--- config.mk ---
export PLATFORM = sky130hd
export DESIGN_NAME = wishbone_reg_bank
export DESIGN_NICKNAME = d
export VERILOG_FILES = /design/src/rtl/wishbone_reg_bank.sv
export SDC_FILE = /design/constraint.sdc
export NUM_CORES = 1
export LEC_CHECK = 0
export ABC_CLOCK_PERIOD_IN_PS = 11320
export CORE_ASPECT_RATIO = 0.5
export CORE_MARGIN = 10
export CORE_UTILIZATION = 35
export DETAILED_ROUTE_END_ITERATION = 6
export PLACE_DENSITY_LB_ADDON = 0.05
export SKIP_CTS_REPAIR_TIMING = 1
export SKIP_LAST_GASP = 1
export SLEW_MARGIN = 20
export SYNTH_ARGS = -nofsm -noshare
export SYNTH_HDL_FRONTEND = slang
export SYNTH_SLANG_ARGS = --single-unit
--- constraint.sdc ---
create_clock -name wb_clk_i -period 11.32 [get_ports wb_clk_i]
set_input_delay 1.698 -clock wb_clk_i [delete_from_list [all_inputs] [get_ports wb_clk_i]]
set_output_delay 1.698 -clock wb_clk_i [all_outputs]
set_load 0.02 [all_outputs]
--- src/rtl/wishbone_reg_bank.sv ---
// Wishbone slave with NUM_REGS byte-writable control registers and NUM_REGS status read ports.
// Optional build macro WB_REG_BANK_READBACK_EN: reads return the control registers instead of data_i.
module wishbone_reg_bank #(
  parameter logic [31:0] BASE_ADDR = 32'h3000_0000,
  parameter int          NUM_REGS  = 4,
  parameter logic [31:0] RESET_VAL = 32'h0000_0000
) (
  input  logic                    wb_clk_i,
  input  logic                    wb_rst_i,
  input  logic                    wbs_cyc_i,
  input  logic                    wbs_stb_i,
  input  logic                    wbs_we_i,
  input  logic [3:0]              wbs_sel_i,
  input  logic [31:0]             wbs_adr_i,
  input  logic [31:0]             wbs_dat_i,
  input  logic [32*NUM_REGS-1:0]  data_i,
  output logic                    wbs_ack_o,
  output logic [31:0]             wbs_dat_o,
  output logic [32*NUM_REGS-1:0]  reg_q_o,
  output logic [NUM_REGS-1:0]     wr_pulse_o,
  output logic [NUM_REGS-1:0]     rd_pulse_o
);

  localparam int          IDX_W    = (NUM_REGS > 1) ? $clog2(NUM_REGS) : 1;
  // One bit wider than the bus so a window ending at 2^32 cannot wrap.
  localparam logic [32:0] END_ADDR = {1'b0, BASE_ADDR} + 33'(4 * NUM_REGS);

  typedef enum logic {S_IDLE, S_ACK} state_t;

  state_t                state_reg, state_next;
  logic                  hit, accept, wr_accept, rd_accept;
  logic [IDX_W-1:0]      idx;
  logic [NUM_REGS-1:0]   wr_sel, rd_sel;
  logic [NUM_REGS-1:0]   wr_pulse_reg, rd_pulse_reg;
  logic [31:0]           dat_reg;
  logic [31:0]           reg_q_reg [NUM_REGS];
  logic [31:0]           rd_src    [NUM_REGS];

  assign hit = wbs_cyc_i & wbs_stb_i & (wbs_adr_i[1:0] == 2'b00) &
               (wbs_adr_i >= BASE_ADDR) & ({1'b0, wbs_adr_i} < END_ADDR);
  assign idx = IDX_W'((wbs_adr_i - BASE_ADDR) >> 2);

  // Requests are only taken in IDLE, so a held strobe cannot double-fire.
  assign accept    = (state_reg == S_IDLE) & hit;
  assign wr_accept = accept & wbs_we_i;
  assign rd_accept = accept & ~wbs_we_i;

  always_ff @(posedge wb_clk_i or posedge wb_rst_i) begin
    if (wb_rst_i) state_reg <= S_IDLE;
    else          state_reg <= state_next;
  end

  always_comb begin
    state_next = state_reg;
    case (state_reg)
      S_IDLE:  if (hit) state_next = S_ACK;
      S_ACK:   state_next = S_IDLE;
      default: state_next = S_IDLE;
    endcase
  end

  assign wbs_ack_o = (state_reg == S_ACK);

  genvar gi;
  generate
    for (gi = 0; gi < NUM_REGS; gi++) begin : g_chan
      assign wr_sel[gi] = wr_accept & (idx == IDX_W'(gi));
      assign rd_sel[gi] = rd_accept & (idx == IDX_W'(gi));

      always_ff @(posedge wb_clk_i or posedge wb_rst_i) begin
        if (wb_rst_i) begin
          reg_q_reg[gi] <= RESET_VAL;
        end else if (wr_sel[gi]) begin
          for (int b = 0; b < 4; b++) begin
            if (wbs_sel_i[b]) reg_q_reg[gi][8*b +: 8] <= wbs_dat_i[8*b +: 8];
          end
        end
      end

      assign reg_q_o[32*gi +: 32] = reg_q_reg[gi];
`ifdef WB_REG_BANK_READBACK_EN
      assign rd_src[gi] = reg_q_reg[gi];
`else
      assign rd_src[gi] = data_i[32*gi +: 32];
`endif
    end
  endgenerate

`ifdef WB_REG_BANK_READBACK_EN
  logic unused_data;
  assign unused_data = ^data_i;
`endif

  // Pulses are registered on the accept edge so they line up with ack.
  always_ff @(posedge wb_clk_i or posedge wb_rst_i) begin
    if (wb_rst_i) begin
      wr_pulse_reg <= '0;
      rd_pulse_reg <= '0;
      dat_reg      <= 32'h0;
    end else begin
      wr_pulse_reg <= wr_sel;
      rd_pulse_reg <= rd_sel;
      if (rd_accept) dat_reg <= rd_src[idx];
    end
  end

  assign wr_pulse_o = wr_pulse_reg;
  assign rd_pulse_o = rd_pulse_reg;
  assign wbs_dat_o  = dat_reg;

endmodule

==> flow_summary.toml, run 1 <==
[timing]
drv_slew = 0
hold_viol = 0
setup-violations-final = 0
fin_skew_ns = 0.0137
worstMarginPinSlew_ns = 0.977
max_freq_mhz = 257
fin_setup_tns_ns = 0
relSlewSlack = 0.348
rsz0062_at_grt = "no"
min_period_ns = 3.88
post-route-period-util = 0.343

[worst_setup_path]
critPathArrivalTime_ns = 4.19
crit_family = "simple AND/OR/NAND/NOR gates"
worstPathMaxFanout = 12
worstPathRequired_ns = 11.63
r2r_start = "wbs_ack_o"
path_cells = "clkdlybuf4s50_1 -> nor4b_4 -> and4_1 -> nand4_1 -> mux2_2"
start_kind = "input pin"
critPathMaxStageDelay_ns = 0.66
path_buf_inv = 1
critPathCaptureType = "flop"
crit_path_start = "wbs_adr_i[30]"
cp_slowest_cell = "and4_1"
path_class = "input pin to flop"

[global_route]
antenna_found_initial = 5
overflow = 0
grtUsageMet2 = 0.320
grt_pass1_vias = 5909
met1_usage = 0.214
grt_max_degree = 107
globalRoute.busiestLayer = "met2"
track_usage = 0.186
grt_pass1_wl_mm = 39.5
gr-usage-met3 = 0.0810

[clocking]
cts_num_sinks = 169
htree_levels = 4
path_clk_slew_ns = 0.06
insertion_delay_ns = 0.43
cts_root_buffer = "clkbuf_16"
cts_buffers = 17
clock_path_buffers = 2
cts_tree = "built"

[final_layout]
drive_above_1_share = 0.306
layout_commonest_cell = "clkdlybuf4s50_1"
nNetsFinal = 1021
syn2layout_area_growth_pct = 60.2
fillCellCount = 1693
layout_common_cells = "367 x clkdlybuf4s50_1, 169 x dfrtp_1, 144 x mux2_2, 32 x mux4_2, 17 x clkbuf_16"

[logic_synthesis]
synthDistinctLibCells = 30
synth_area_per_cell_um2 = 16.9
synthCells = 448
syn_nets = 649
seq_area_frac_synth = 0.559
syn_area_um2 = 7570
synth_warnings = 0
synth-seq-cells = 169

[floorplan]
rows = 37
dieArea_um2 = 28300
io_pins = 370
die_w_um = 228
die_h_um = 124
start_util = 0.362
core_um2 = 20900

[routing]
drt_wl_total_mm = 26.7
drc = 0
drt-initial-drc-count = 237
ant_nets = 0
wire_per_inst_um = 23.7
firstDrtPassIters = 4
routed-via-count = 5438
vias_per_cell = 4.83

[min_path]
hold_class = "flop to flop"
hp-start = "wbs_dat_o[6]"

[power_and_ir_drop]
leakage_nw = 5.49
ir_drop_uv = 105
powerDensity_nw_per_um2 = 107
fin_total_pwr_mw = 1.29

[placed_design]
gp_congestion = 0.857
place_hpwl_mm = 21.2
io_buffers = 369

[outcome]
status = "complete, no violations"

[flow_run]
maxCapViolations = 0
-- kinds of logic after synthesis --
group / after synthesis / share of synthesized area
buffers and inverters: 20 / 0.0137
DFF: 169 / 0.559
muxes: 192 / 0.341
and+or+nand+nor: 67 / 0.0861
-- sequential cells by signal, indices dropped and copies added, names as in the netlist --
name        flops
wbs_dat_o      32
wbs_ack_o       1
wr_pulse_o      4
reg_q_o       128
rd_pulse_o      4
-- metrics by stage --
step	hold slack [ns]	utilization	worst slack (ns)	area, µm²	std cells
3_3_place_gp	0.488	0.553	6.87	11500	1093
4_1_cts	0.509	0.580	7.23	12100	1125
3_5_place_dp	0.492	0.553	6.80	11500	1093
2_1_floorplan	0.635	-	5.05	7570	448
6_report	0.503	0.581	7.44	12100	1126
5_1_grt	0.514	0.581	7.30	12100	1126
-- layer usage --
metal | up-vias | share of wire
li1 | 2455 | -
met1 | 2787 | 0.41
met2 | 165 | 0.50
met3 | 23 | 0.079
met4 | 8 | 0.0093
met5 | - | 0.0021
-- path summary, 6_finish.rpt --
kind                       cells after the start       endpoint  slack, ns
max in group asynchronous                      3  wbs_dat_o[30]       8.01
setup / recovery                               5    reg_q_o[66]       7.44
hold / removal                                 1   wbs_dat_o[6]       0.50
min in group asynchronous                      2    reg_q_o[77]       1.81
hold reg to reg                                1   wbs_dat_o[6]       0.50
setup reg to reg                               4    reg_q_o[66]       8.90
-- power by group --
part / switching (mW) / internal, mW
clock network: 0.267 / 0.296
registers: 0.000000000735 / 0.603
logic: 0.0453 / 0.0817
-- Yosys cell counts --
| master | instances | share of area |
|---|---|---|
| and4b_1 | 1 | 0.0013 |
| nand2b_1 | 1 | 0.00083 |
| nor4b_4 | 2 | 0.0063 |
| clkbuf_4 | 1 | 0.00099 |
| nand4_1 | 2 | 0.0017 |
| dfrtp_1 | 169 | 0.56 |
| clkbuf_1 | 7 | 0.0035 |
| and3_1 | 3 | 0.0025 |
| nand2_1 | 7 | 0.0035 |
| and3b_1 | 2 | 0.0023 |
| and2b_1 | 1 | 0.00099 |
| buf_4 | 2 | 0.0020 |
| mux2_4 | 16 | 0.032 |
| nor3_1 | 5 | 0.0033 |
| nor4_4 | 9 | 0.025 |
| nand4_2 | 10 | 0.017 |
| mux2_2 | 144 | 0.21 |
| buf_1 | 2 | 0.00099 |
| and4bb_1 | 1 | 0.0017 |
| nor2_1 | 10 | 0.0050 |
| inv_1 | 1 | 0.00050 |
| nor4_1 | 2 | 0.0017 |
| and4_2 | 1 | 0.0013 |
| buf_2 | 6 | 0.0040 |
| clkbuf_8 | 1 | 0.0018 |
| or3_1 | 1 | 0.00083 |
| nand3_1 | 5 | 0.0033 |
| and4_1 | 2 | 0.0023 |
| nand4_4 | 2 | 0.0056 |
| mux4_2 | 32 | 0.095 |
-- worst reg2reg max path, stage by stage, from the launching register on --
cell and delay, ns:
dfrtp_1 0.42, nor4_4 0.21, and4_1 0.65, nand4_1 0.56, mux2_2 0.46
-- final cells by class --
class,instances,area [µm²],share of cell area
sequential,169,4230,0.349
timing repair buffer,372,3710,0.306
multi-input combinational,259,3250,0.268
clock buffer,18,439,0.0362
tap,292,365,0.0301
clock inverter,14,126,0.0104
inverter,1,8.76,0.000722
antenna,1,2.50,0.000206
Power figures use the tool's default switching activity.
==> run 2: changes to the inputs <==
--- a/config.mk
+++ b/config.mk
@@ -5,7 +5,7 @@
 export SDC_FILE = /design/constraint.sdc
 export NUM_CORES = 1
 export LEC_CHECK = 0
-export ABC_CLOCK_PERIOD_IN_PS = 11320
+export ABC_CLOCK_PERIOD_IN_PS = 3300
 export CORE_ASPECT_RATIO = 0.5
 export CORE_MARGIN = 10
 export CORE_UTILIZATION = 35
==> constraint.sdc (replaced) <==
create_clock -name wb_clk_i -period 3.3 [get_ports wb_clk_i]
set_input_delay 0.495 -clock wb_clk_i [delete_from_list [all_inputs] [get_ports wb_clk_i]]
set_output_delay 0.495 -clock wb_clk_i [all_outputs]
set_load 0.02 [all_outputs]
==> run 2 against run 1 <==
Against the previous run:
- register-to-register slack got worse by 7.7 ns
- non-clock buffer count is 10 higher
- cell count grew 0.89%
- sequential power rose to 3.4 times the previous value
==> flow_summary.toml, run 2 (synthesis results as in run 1) <==
[clocking]
cts_buffers = 17
insertion_delay_ns = 0.42
cts_tree = "built"
htree_levels = 4
cts_num_sinks = 169
clock_path_buffers = 2
cts_root_buffer = "clkbuf_16"
path_clk_slew_ns = 0.06

[global_route]
track_usage = 0.189
grt_pass1_wl_mm = 40.2
grt_pass1_vias = 5866
grt_max_degree = 170
antenna_found_initial = 3
overflow = 0

[final_layout]
drive_above_1_share = 0.313
nNetsFinal = 1031
largest_register_ffs = 128
layout_commonest_cell = "clkdlybuf4s50_1"
layout_common_cells = "367 x clkdlybuf4s50_1, 169 x dfrtp_1, 144 x mux2_2, 32 x mux4_2, 17 x clkbuf_16"
syn2layout_area_growth_pct = 61.8

[placed_design]
gp_congestion = 0.835
place_hpwl_mm = 21.7
io_buffers = 369

[timing]
worstMarginPinSlew_ns = 0.914
rsz0062_at_grt = "no"
max_freq_mhz = 414
setup-violations-final = 0
min_period_ns = 2.42
relSlewSlack = 0.391
post-route-period-util = 0.732
hold_viol = 0
fin_setup_tns_ns = 0
fin_skew_ns = 0.0121
drv_slew = 0

[worst_setup_path]
worstPathMaxFanout = 13
critPathArrivalTime_ns = 2.72
cp_slowest_cell = "and4_2"
start_kind = "input pin"
critPathCaptureType = "flop"
worstPathRequired_ns = 3.60
critPathMaxStageDelay_ns = 0.54
path_cells = "clkdlybuf4s50_1 -> nor4b_4 -> and4_2 -> nand4_2 -> mux2_2"
path_class = "input pin to flop"

[floorplan]
start_util = 0.362
die_w_um = 228
rows = 37
die_h_um = 124
core_um2 = 20900
io_pins = 370
dieArea_um2 = 28300

[min_path]
hold_class = "input pin to flop"

[routing]
vias_per_cell = 4.82
drt-initial-drc-count = 226
ant_nets = 0
firstDrtPassIters = 4
routed-via-count = 5472
drc = 0
wire_per_inst_um = 23.9
drt_wl_total_mm = 27.2

[outcome]
status = "complete, no violations"

[power_and_ir_drop]
fin_total_pwr_mw = 4.52
leakage_nw = 5.54
powerDensity_nw_per_um2 = 369
ir_drop_uv = 313

[flow_run]
maxCapViolations = 0
-- run 2: path summary, 6_finish.rpt --
check | from | to | slack (ns) | depth (start not counted)
min in group asynchronous | wb_rst_i | reg_q_o[0] | 0.70 | 3
min | wbs_adr_i[2] | wr_pulse_o[3] | 0.49 | 2
min reg2reg | reg_q_o[95] | reg_q_o[95] | 0.51 | 1
max | wbs_adr_i[13] | reg_q_o[22] | 0.88 | 5
max reg2reg | wbs_ack_o | reg_q_o[22] | 1.17 | 5
max in group asynchronous | wb_rst_i | wbs_dat_o[15] | 1.93 | 3
-- run 2: stage by stage --
step | util | instances | hold WS, ns | setup WS, ns | cell area, µm²
2_1_floorplan | - | 448 | 0.635 | 0.650 | 7570
3_3_place_gp | 0.558 | 1103 | 0.487 | 0.507 | 11600
3_5_place_dp | 0.558 | 1103 | 0.491 | 0.450 | 11600
4_1_cts | 0.586 | 1135 | 0.467 | 0.891 | 12200
5_1_grt | 0.586 | 1135 | 0.478 | 0.805 | 12200
6_report | 0.586 | 1136 | 0.493 | 0.885 | 12200
-- run 2: report_power, final --
group	switching (mW)	internal [mW]	total (mW)
logic	0.154	0.283	0.437
registers	0.00000000245	2.07	2.07
clock network	0.850	1.16	2.01
-- run 2: cell type report --
| class | count | area [µm²] |
|---|---|---|
| tap | 292 | 365 |
| antenna | 1 | 2.50 |
| timing repair buffer | 382 | 3810 |
| multi-input combinational | 259 | 3240 |
| inverter | 1 | 7.51 |
| sequential | 169 | 4230 |
| fill | 1688 | 8630 |
| clock buffer | 20 | 457 |
| clock inverter | 12 | 138 |
-- run 2: routing by layer --
layer  vias up  global-route usage  wire length [µm]
li1       2463                   -                 -
met1      2822               0.211             10500
met2       169               0.341             14400
met3        14              0.0756              2100
met4         4              0.0414               164
met5         -                   0                27
-- run 2: critical path: cells and delay by family --
family | cells | cell delay, ns
and+or+nand+nor | 3 | 1.37
buffers and inverters | 1 | 0.45
muxes | 1 | 0.40
==> run 3: changes to the inputs <==
--- a/config.mk
+++ b/config.mk
@@ -5,7 +5,7 @@
 export SDC_FILE = /design/constraint.sdc
 export NUM_CORES = 1
 export LEC_CHECK = 0
-export ABC_CLOCK_PERIOD_IN_PS = 3300
+export ABC_CLOCK_PERIOD_IN_PS = 2200
 export CORE_ASPECT_RATIO = 0.5
 export CORE_MARGIN = 10
 export CORE_UTILIZATION = 35
==> constraint.sdc (replaced) <==
create_clock -name wb_clk_i -period 2.2 [get_ports wb_clk_i]
set_input_delay 0.33 -clock wb_clk_i [delete_from_list [all_inputs] [get_ports wb_clk_i]]
set_output_delay 0.33 -clock wb_clk_i [all_outputs]
set_load 0.02 [all_outputs]
==> run 3 against run 2 <==
Against the previous run:
- worst hold slack worse by 0.28 ns
- core utilization increased by 2.0 points
- final area is 3.4% higher
- routed wire length increased by 0.79%
- clock skew is 0.0042 ns lower
- sequential share of layout area decreased by 1.1 points
==> flow_summary.toml, run 3 (synthesis results as in run 1) <==
[routing]
drc = 0
drt_wl_total_mm = 27.4
drt-initial-drc-count = 185
ant_nets = 0
wire_per_inst_um = 23.6
firstDrtPassIters = 4
vias_per_cell = 4.84
routed-via-count = 5627

[final_layout]
final_cells = 1163
drive_above_1_share = 0.334
largest_register_ffs = 128
fillCellCount = 1701
fin_util = 0.606
layout_common_cells = "367 x clkdlybuf4s50_1, 169 x dfrtp_1, 144 x mux2_2, 32 x mux4_2"
layout_commonest_cell = "clkdlybuf4s50_1"
syn2layout_area_growth_pct = 67.3
nNetsFinal = 1058

[worst_setup_path]
critPathMaxStageDelay_ns = 0.45
cp_common_cell = "nor4_4"
path_cells = "clkdlybuf4s50_1 -> nor4_4 -> nand4_4 -> nor4_4 -> buf_12 -> mux2_2"
start_kind = "input pin"
crit_family = "simple AND/OR/NAND/NOR gates"
path_class = "input pin to flop"
critPathCaptureType = "flop"
worstPathMaxFanout = 8
critPathArrivalTime_ns = 2.43
path_buf_inv = 2
cp_slowest_cell = "clkdlybuf4s50_1"
worstPathRequired_ns = 2.51

[clocking]
clock_path_buffers = 2
cts_root_buffer = "clkbuf_16"
cts_tree = "built"
insertion_delay_ns = 0.43
cts_buffers = 17
path_clk_slew_ns = 0.07
cts_num_sinks = 169
htree_levels = 4

[timing]
whs_ns = 0.209
drv_slew = 0
setup_ws_ns = 0.0744
post-route-period-util = 0.966
fin_skew_ns = 0.00784
hold_viol = 0
setup-violations-final = 0
min_period_ns = 2.13
rsz0062_at_grt = "no"
worstMarginPinSlew_ns = 0.394
max_freq_mhz = 470
fin_setup_tns_ns = 0
relSlewSlack = 0.738

[placed_design]
place_hpwl_mm = 22.0
gp_congestion = 0.875
post-place-cells = 1130
io_buffers = 369
place_ws_ns = -0.331

[floorplan]
dieArea_um2 = 28300
start_util = 0.362
io_pins = 370
core_um2 = 20900
rows = 37
die_w_um = 228
die_h_um = 124

[power_and_ir_drop]
powerDensity_nw_per_um2 = 533
leakage_nw = 5.76
power_frac_clock = 0.439
p_comb_frac = 0.101
p_int_mw = 5.27
ir_drop_uv = 621
switchingPower_mw = 1.47
p_sw_frac = 0.218
seqPwrFrac = 0.461

[global_route]
grt_pass1_vias = 6222
grt_pass1_wl_mm = 40.7
antenna_found_initial = 2
overflow = 0
track_usage = 0.191
grt_max_degree = 70

[flow_run]
maxCapViolations = 0

[outcome]
status = "complete, no violations"

[min_path]
hold_class = "input pin to async pin"
[run 3: metal layers]
layer  GRT usage  up-vias  wire length, µm
li1            -     2532                -
met1       0.210     2924            10500
met2       0.351      150            14700
met3      0.0690       17             1950
met4      0.0505        4              225
met5           0        -               24
[run 3: per-stage QoR]
step / total power [mW] / area [µm²]
floorplan: 3.38 / 7570
global placement: 3.85 / 12100
detailed placement: 3.85 / 12100
CTS: 6.84 / 12700
global route: 7.01 / 12700
finish: 6.75 / 12700
[run 3: worst paths after layout]
check / slack, ns / endpoint / cells after the start / start
max in group asynchronous: 1.33 / reg_q_o[70] / 3 / wb_rst_i
worst max register to register: 0.23 / reg_q_o[48] / 6 / wbs_ack_o
min in group wb_clk_i: 0.32 / wr_pulse_o[3] / 2 / wbs_adr_i[2]
worst min-delay path: 0.21 / reg_q_o[101] / 2 / wb_rst_i
worst min register to register: 0.50 / wbs_dat_o[15] / 1 / wbs_dat_o[15]
worst max-delay path: 0.07 / reg_q_o[48] / 6 / wbs_adr_i[25]
[run 3: power groups by stage]
stage               combinational, mW  clock (mW)  sequential, mW
global placement                0.681           0            3.17
detailed placement              0.687           0            3.17
floorplan                       0.216           0            3.17
CTS                             0.692        3.05            3.11
finish                          0.680        2.96            3.11
global route                    0.731        3.17            3.10
[run 3: final cells by class]
class,count,area [µm²],share of cell area
Timing Repair Buffer,409,4230,0.334
Sequential cell,169,4230,0.334
Multi-Input combinational cell,259,3240,0.256
Clock buffer,20,457,0.0361
Tap cell,292,365,0.0289
Clock inverter,11,121,0.00959
Inverter,1,7.51,0.000593
Antenna cell,2,5.00,0.000395
[run 3: worst register-to-register path: cells and delay by family, from the launching register on]
| family | cells | cell delay, ns |
|---|---|---|
| buffers and inverters | 2 | 0.38 |
| muxes | 1 | 0.33 |
| and+or+nand+nor | 3 | 0.74 |
| DFF | 1 | 0.41 |
